`src/rtl/image_frame_sequencer.sv`:
```
// Frame sequencer: meters raster lines into a 4-line-buffer window generator using line credits.
// Build macro IMG_SEQ_PAD_EN adds one zero line above and below the frame.
module image_frame_sequencer #(
   parameter int IMG_WIDTH  = 512,
   parameter int IMG_HEIGHT = 512,
   parameter int NUM_LB     = 4
) (
   input  logic        i_clk,
   input  logic        i_rst_n,
   input  logic        i_start,
   input  logic [7:0]  i_s_data,
   input  logic        i_s_valid,
   output logic        o_s_ready,
   output logic [7:0]  o_pixel_data,
   output logic        o_pixel_data_valid,
   input  logic        i_intr,
   output logic        o_busy,
   output logic        o_frame_done,
   output logic        o_err,
   output logic [11:0] o_rows_out
);
   localparam int COL_W = (IMG_WIDTH > 1) ? $clog2(IMG_WIDTH) : 1;
`ifdef IMG_SEQ_PAD_EN
   localparam int PAD_LINES = 1;
`else
   localparam int PAD_LINES = 0;
`endif
   localparam int TOTAL_LINES = IMG_HEIGHT + 2 * PAD_LINES;
   localparam logic [COL_W-1:0] COL_LAST     = COL_W'(IMG_WIDTH - 1);
   localparam logic [11:0]      LAST_IN_LINE = 12'(IMG_HEIGHT - 1 + PAD_LINES);
   localparam logic [11:0]      ROWS_DONE    = 12'(TOTAL_LINES - 2);
   localparam logic [2:0]       CRED_INIT    = 3'(NUM_LB);

   typedef enum logic [2:0] {IDLE, PAD_TOP, STREAM, PAD_BOT, DRAIN} state_t;

   state_t           state_q, state_d;
   logic [COL_W-1:0] col_q, col_d;
   logic [11:0]      line_q, line_d;
   logic [2:0]       credits_q, credits_d;
   logic [11:0]      rows_q, rows_d;
   logic             err_q, err_d;
   logic [7:0]       pix_q, pix_d;
   logic             pix_valid_q, pix_valid_d;
   logic             done_q, done_d;

   logic busy, have_credit, ready, pad_wr, xfer, wr, line_start, line_end, intr_eff;

   // Credits only gate the start of a line; a started line always runs to completion.
   always_comb begin
      busy        = (state_q != IDLE);
      have_credit = (col_q != '0) || (credits_q != 3'd0);
      ready       = (state_q == STREAM) && have_credit;
`ifdef IMG_SEQ_PAD_EN
      pad_wr      = ((state_q == PAD_TOP) || (state_q == PAD_BOT)) && have_credit;
`else
      pad_wr      = 1'b0;
`endif
      xfer        = ready && i_s_valid;
      wr          = xfer || pad_wr;
      line_start  = wr && (col_q == '0);
      line_end    = wr && (col_q == COL_LAST);
      intr_eff    = i_intr && busy;
   end

   always_comb begin
      state_d     = state_q;
      col_d       = col_q;
      line_d      = line_q;
      credits_d   = credits_q;
      rows_d      = rows_q;
      err_d       = err_q;
      pix_d       = xfer ? i_s_data : 8'h00;
      pix_valid_d = wr;
      done_d      = 1'b0;

      if (wr) begin
         if (line_end) begin
            col_d  = '0;
            line_d = line_q + 12'd1;
         end else begin
            col_d = col_q + 1'b1;
         end
      end

      if (intr_eff) begin
         rows_d = rows_q + 12'd1;
      end

      // A returned credit and a consumed credit in the same cycle cancel out.
      if (intr_eff && !line_start) begin
         if (credits_q == CRED_INIT) begin
            err_d = 1'b1;
         end else begin
            credits_d = credits_q + 3'd1;
         end
      end else if (line_start && !intr_eff) begin
         credits_d = credits_q - 3'd1;
      end

      case (state_q)
         IDLE: begin
            if (i_start) begin
               col_d     = '0;
               line_d    = '0;
               rows_d    = '0;
               err_d     = 1'b0;
               credits_d = CRED_INIT;
`ifdef IMG_SEQ_PAD_EN
               state_d   = PAD_TOP;
`else
               state_d   = STREAM;
`endif
            end
         end
`ifdef IMG_SEQ_PAD_EN
         PAD_TOP: if (line_end) state_d = STREAM;
         PAD_BOT: if (line_end) state_d = DRAIN;
`endif
         STREAM: begin
            if (line_end && (line_q == LAST_IN_LINE)) begin
`ifdef IMG_SEQ_PAD_EN
               state_d = PAD_BOT;
`else
               state_d = DRAIN;
`endif
            end
         end
         DRAIN: begin
            if (rows_q == ROWS_DONE) begin
               state_d = IDLE;
               done_d  = 1'b1;
            end
         end
         default: state_d = IDLE;
      endcase
   end

   always_ff @(posedge i_clk or negedge i_rst_n) begin
      if (!i_rst_n) begin
         state_q     <= IDLE;
         col_q       <= '0;
         line_q      <= '0;
         credits_q   <= '0;
         rows_q      <= '0;
         err_q       <= 1'b0;
         pix_q       <= '0;
         pix_valid_q <= 1'b0;
         done_q      <= 1'b0;
      end else begin
         state_q     <= state_d;
         col_q       <= col_d;
         line_q      <= line_d;
         credits_q   <= credits_d;
         rows_q      <= rows_d;
         err_q       <= err_d;
         pix_q       <= pix_d;
         pix_valid_q <= pix_valid_d;
         done_q      <= done_d;
      end
   end

   assign o_s_ready          = ready;
   assign o_pixel_data       = pix_q;
   assign o_pixel_data_valid = pix_valid_q;
   assign o_busy             = busy;
   assign o_frame_done       = done_q;
   assign o_err              = err_q;
   assign o_rows_out         = rows_q;
endmodule

```
`config.mk`:
```
export PLATFORM = sky130hd
export DESIGN_NAME = image_frame_sequencer
export DESIGN_NICKNAME = d
export VERILOG_FILES = /design/src/rtl/image_frame_sequencer.sv
export SDC_FILE = /design/constraint.sdc
export NUM_CORES = 1
export LEC_CHECK = 0
export BUFFER_PORTS_ARGS = -buffer_cell sky130_fd_sc_hd__buf_4
export CORE_MARGIN = 8
export CORE_UTILIZATION = 51
export CTS_CLUSTER_DIAMETER = 40
export CTS_CLUSTER_SIZE = 25
export DETAILED_ROUTE_END_ITERATION = 10
export GPL_ROUTABILITY_DRIVEN = 1
export PLACE_DENSITY = 0.82
export SETUP_SLACK_MARGIN = 0.02
export SLEW_MARGIN = 40
export SYNTH_ARGS = -nofsm -noshare
export SYNTH_HDL_FRONTEND = slang
export SYNTH_SLANG_ARGS = --single-unit
```
`constraint.sdc`:
```
create_clock -name i_clk -period 2.09 [get_ports i_clk]
set_input_delay 0 -clock i_clk [delete_from_list [all_inputs] [get_ports i_clk]]
set_output_delay 0 -clock i_clk [all_outputs]
set_load 0.02 [all_outputs]
```
==> flow_metrics.tcl, run 1 <==
set metrics [dict create \
    clk_pin_slew_ps 90 \
    antenna_cells 0 \
    finalInstanceArea_mm2 0.00314 \
    yosysTopAreaCellShare 0.498 \
    fmax_mhz 500 \
    async_reset_ff_frac 1.00 \
    core_area_mm2 0.00469 \
    yosysSeqAreaShare 0.498 \
    synthesis.nets 259 \
    crit_slowest_cell "dfrtp_1" \
    dieArea_mm2 0.00730 \
    ant_nets 0 \
    setup_viol 0 \
    final_net_count 317 \
    post_drt_wl_per_cell_um 15.1 \
    dr.pass1.iters 4 \
    crit_arrival_ps 2190 \
    peakVddDrop_mv 0.556 \
    timing.final.ws_setup_ps 90.7 \
    layout.cells.non_filler 350 \
    synth.area.top_cells "dfrtp_1, xor2_1, nor2_1" \
    finalHoldViolations 0 \
    worst-setup-path-type "flip-flop to flip-flop" \
    cts.htree.levels 2 \
    grt-ovfl-total 0 \
    maxSlewViolCount 0 \
    ys_ff_latch 49 \
    dp_hpwl_mm 3.64 \
    cts_sinks 49 \
    root_buffer "clkbuf_8" \
    setup_tns_ps 0 \
    p_leak_nw 1.50 \
    grt_pass1_vias 1832 \
    clk_latency_ps 300 \
    start_util 0.524 \
    start_kind "flip-flop" \
    gp_congestion 0.803 \
    drc_errors 0 \
    hp-class "input pin to flip-flop" \
    place_ws_ps 32.1 \
    placed_cells 331 \
    end_kind "flip-flop" \
    first_iter_violations 92 \
    holdWs_ps 47.8 \
    maxCapViolCount 0 \
    vias_per_cell 5.39 \
    grt_most_used_layer "met2" \
    io_pins 38 \
    yosys_most_used_dff "dfrtp_1" \
    yosysTopAreaCell "dfrtp_1" \
    yosys.cell_types.count 41 \
    path_cells "and4_2 -> and4_1 -> ha_2 -> and4_4 -> nor3b_4 -> nand3_1 -> xor2_1 -> nor2_1" \
    postSynthCellCount 237 \
    grt_usage 0.149 \
    numCtsBuffers 5 \
    die_w_um 85.5 \
    cts_tree "built" \
    period_share 0.957 \
    cts_buffer_depth 2 \
    area_growth_pct 27.8 \
    critPathBufInv 0 \
    cp_max_fo 3 \
    syn_area_mm2 0.00246 \
    port-buffer-count 37 \
    min_period_ps 2000 \
    status "complete, no violations" \
    yosys_warnings 0 \
    vias 1885 \
    antenna_found_initial 0 \
    final_layout_size_suffix_gt1_frac 0.240 \
    fin_worst_skew_ps 11.9 \
    worstMarginPinSlew_ps 603 \
    placed_area_mm2 0.00286 \
    grt_pass1_wl_mm 8.80 \
    synth.avg_cell_area_um2 10.4 \
    critPathTopFamily "simple AND/OR/NAND/NOR gates" \
    grt_use_met3 0.0319 \
    use_met2 0.261 \
    synth_edf_count 0 \
    relSlewSlack 0.598 \
    num_rows 25 \
    grt_start_max_net_pins 50 \
    wirelength_mm 5.30 \
    required_ps 2280 \
    grt_util_met1 0.178 \
    die_h_um 85.5 \
    crit_path_max_incr_delay_ps 360 \
    powerDensity_mw_per_mm2 987 \
]
[flip-flops by register name, summed over array words and instances, names as in the netlist, 2 cells and up]
name          count
col_q             9
credits_q         3
line_q           12
o_pixel_data      8
o_rows_out       12
state_q           2
[metrics by stage]
stage / util / power (mW)
6_report: 0.670 / 3.10
4_1_cts: 0.661 / 3.11
3_3_place_gp: 0.610 / 2.26
2_1_floorplan: - / 1.93
5_1_grt: 0.670 / 3.29
3_5_place_dp: 0.610 / 2.30
[final timing paths]
kind	slack, ps	end	start	depth (start not counted)
hold / removal	50	credits_q[1]	i_intr	3
hold reg to reg	530	line_q[0]	line_q[0]	1
max in group asynchronous	1420	line_q[8]	i_rst_n	2
setup reg to reg	90	line_q[11]	col_q[3]	8
min in group asynchronous	270	o_pixel_data[7]	i_rst_n	2
setup / recovery	90	line_q[11]	col_q[3]	8
[synthesized netlist by cell type, types with 2 or more instances]
cell and count:
nor4_4 2, nor4_1 2, mux2i_1 2, a21oi_1 4, xor2_1 18, o21ai_0 3, ha_1 9, nand2_1 19
clkbuf_1 4, and4_1 4, and3b_1 2, buf_2 2, inv_1 8, nand4_1 5, nor3_1 3, xnor2_1 9
nand3_1 16, and2_1 10, dfrtp_1 49, and3_1 7, nor3b_1 3, nor2_1 37
[kinds of logic after synthesis]
group,after synthesis,share of synthesized area
muxes,2,0.00814
buffers and inverters,14,0.0224
xor gates and xnor gates,27,0.0961
adders and majority gates,9,0.0458
DFF,49,0.498
AOI/OAI and AO/OA,17,0.0539
and+or+nand+nor,119,0.275
[worst reg2reg max path, cell delays in order, from the launching register on]
cell	delay (ps)
dfrtp_1	360
and4_2	260
and4_1	200
ha_2	200
and4_4	250
nor3b_4	220
nand3_1	150
xor2_1	190
nor2_1	60
[layout by cell type (no fill, tap or decap), types with 7 or more instances in the layout]
master / count
xnor2_1: 9
ha_1: 7
dfrtp_1: 49
dlygate4sd3_1: 10
nand3_1: 16
xor2_1: 18
nor2_1: 37
and2_1: 10
buf_4: 46
nand2_1: 19
inv_1: 8
[layer usage]
| metal | routed length, um | vias to the layer above |
|---|---|---|
| met5 | 0 | - |
| met4 | 91 | 0 |
| met3 | 145 | 11 |
| met2 | 2850 | 33 |
| met1 | 2200 | 921 |
| li1 | - | 920 |
[power breakdown]
group	internal, mW	total [mW]	switching [mW]
Combinational	0.489	1.04	0.556
Sequential	1.11	1.28	0.169
Clock	0.475	0.777	0.302
Total	2.08	3.10	1.03
[final cells by class]
type / instances / area [um2]
fill: 352 / 1550
sequential: 49 / 1230
multi-input combinational: 174 / 1220
timing repair buffer: 57 / 465
clock buffer: 5 / 68.8
tap: 54 / 67.6
clock inverter: 3 / 65.1
inverter: 8 / 30.0
[timing repair]
item | 4_1_cts | 5_1_grt
hold buffers | 10 | 0
hold endpoints to repair | 58 | 0
resized for setup | 1 | 9
pin swaps | 0 | 1
endpoints found under the setup margin | 2 | 8
buffers inserted | 0 | 1
Power figures use the tool's default switching activity.
==> run 2: changes to the inputs <==
--- a/config.mk
+++ b/config.mk
@@ -7,7 +7,7 @@
 export LEC_CHECK = 0
 export BUFFER_PORTS_ARGS = -buffer_cell sky130_fd_sc_hd__buf_4
 export CORE_MARGIN = 8
-export CORE_UTILIZATION = 51
+export CORE_UTILIZATION = 54
 export CTS_CLUSTER_DIAMETER = 40
 export CTS_CLUSTER_SIZE = 25
 export DETAILED_ROUTE_END_ITERATION = 10
==> constraint.sdc (replaced) <==
create_clock -name i_clk -period 2.07 [get_ports i_clk]
set_input_delay 0 -clock i_clk [delete_from_list [all_inputs] [get_ports i_clk]]
set_output_delay 0 -clock i_clk [all_outputs]
set_load 0.02 [all_outputs]
==> run 2 against run 1 <==
  * Design area fell by 1.9%
  * Power fell by 6.3%
  * Worst hold slack got worse by 3.8 ps
  * Register-to-register slack improved by 20 ps
  * Die area fell by 4.5%
==> flow_metrics.tcl, run 2 (same netlist as run 1, synthesis figures left out) <==
set metrics [dict create \
    status "complete, no violations" \
    powerDensity_mw_per_mm2 942 \
    cts.htree.levels 2 \
    cts_tree "built" \
    io_pins 38 \
    grt_start_max_net_pins 50 \
    final_layout_size_suffix_gt1_frac 0.231 \
    dp_hpwl_mm 3.61 \
    gp_congestion 0.858 \
    min_from "i_intr" \
    start_util 0.561 \
    r2r_slack_ps 110 \
    grt_pass1_vias 1958 \
    place_ws_ps 86.3 \
    setup_tns_ps 0 \
    utilization 0.704 \
    timing.final.ws_setup_ps 115 \
    post_drt_wl_per_cell_um 14.7 \
    grt_pass1_wl_mm 9.09 \
    maxSlewViolCount 0 \
    drc_errors 0 \
    num_rows 24 \
    hold_end "credits_q[1]" \
    wirelength_mm 5.14 \
    timing.rr.end "line_q[8]" \
    crit_path_max_incr_delay_ps 390 \
    layout_commonest_cell "buf_4" \
    power_mw 2.91 \
    dieArea_mm2 0.00697 \
    final_net_count 320 \
    fmax_mhz 511 \
    relSlewSlack 0.609 \
    layout_common_cells "buf_4, dfrtp_1, nor2_1, nand2_1, xor2_1" \
    fin_worst_skew_ps 5.54 \
    min_period_ps 1960 \
    required_ps 2250 \
    root_buffer "clkbuf_8" \
    hold_depth 3 \
    period_share 0.945 \
    die_w_um 83.5 \
    dr.pass1.iters 4 \
    finalHoldViolations 0 \
    vias 1871 \
    area_growth_pct 25.4 \
    grt-ovfl-total 0 \
    peakVddDrop_mv 0.786 \
    antenna_cells 0 \
    die_h_um 83.5 \
    maxCapViolCount 0 \
    cts_sinks 49 \
    cts_buffer_depth 2 \
    worst-setup-path-type "flip-flop to flip-flop" \
    start_kind "flip-flop" \
    crit_slowest_cell "dfrtp_1" \
    holdWs_ps 44.0 \
    p_leak_nw 1.49 \
    end_kind "flip-flop" \
    crit_arrival_ps 2140 \
    setup_viol 0 \
    clk_latency_ps 300 \
    first_iter_violations 101 \
    vias_per_cell 5.33 \
    clk_pin_slew_ps 80 \
    path_cells "ha_2 -> and4_1 -> ha_1 -> and3_1 -> nand2_1 -> nor4_1 -> xnor2_1 -> nor2_1" \
    worstMarginPinSlew_ps 587 \
    numCtsBuffers 5 \
    hp-class "input pin to flip-flop" \
    antenna_found_initial 0 \
    reg2reg_from "col_q[0]" \
    cp_max_fo 4 \
    ant_nets 0 \
    reg2reg_depth 8 \
    grt_usage 0.157 \
    core_area_mm2 0.00438 \
    port-buffer-count 37 \
]
run 2: cell types whose count changed in the layout (fill, tap and decap cells not counted), sizes merged:
cell    before  now
buf         47   50
clkbuf       5    8
bufinv       2    0
clkinv       1    0
run 2: where the power goes:
group / total, mW / switching [mW] / internal, mW
Combinational: 1.09 / 0.568 / 0.517
Clock: 0.530 / 0.289 / 0.240
Sequential: 1.29 / 0.170 / 1.12
Total: 2.91 / 1.03 / 1.88
run 2: final cells by class:
class	count	area, um2
Clock buffer	8	80.1
Fill cell	323	1300
Multi-Input combinational cell	174	1210
Tap cell	52	65.1
Inverter	8	30.0
Sequential cell	49	1230
Timing Repair Buffer	60	475
run 2: through the flow:
stage	area [um2]	cells
2_1_floorplan	2460	237
3_3_place_gp	2850	330
3_5_place_dp	2850	330
4_1_cts	3030	348
5_1_grt	3090	351
6_report	3090	351
run 2: worst max path at each step:
stage / from / end / slack [ps] / cells past startpoint
5_1_grt: col_q[0] / col_q[8] / -20 / 9
2_1_floorplan: col_q[2] / line_q[11] / 80 / 8
4_1_cts: col_q[4] / line_q[11] / 60 / 8
3_3_place_gp: col_q[0] / line_q[11] / 100 / 8
3_5_place_dp: col_q[0] / line_q[9] / 90 / 8
6_report: col_q[0] / line_q[8] / 110 / 8
run 2: critical path, delay by kind of cell, from the launching register on:
family | cells | cell delay (ps)
adder cells (fa/ha/maj) | 2 | 400
XOR/XNOR | 1 | 170
AND/OR/NAND/NOR | 5 | 860
flip-flops | 1 | 390
run 2: what timing repair did:
| item | in CTS | in global routing |
|---|---|---|
| setup buffers | 0 | 3 |
| gates resized for setup | 0 | 7 |
| endpoints found under the hold margin | 58 | 0 |
| setup endpoints to repair | 0 | 16 |
| hold buffers | 10 | 0 |
run 2: metal layers:
metal / wire (um) / GRT usage
met1: 2250 / 0.186
met2: 2640 / 0.267
met3: 158 / 0.0303
met4: 97 / 0.0706
met5: 0 / 0
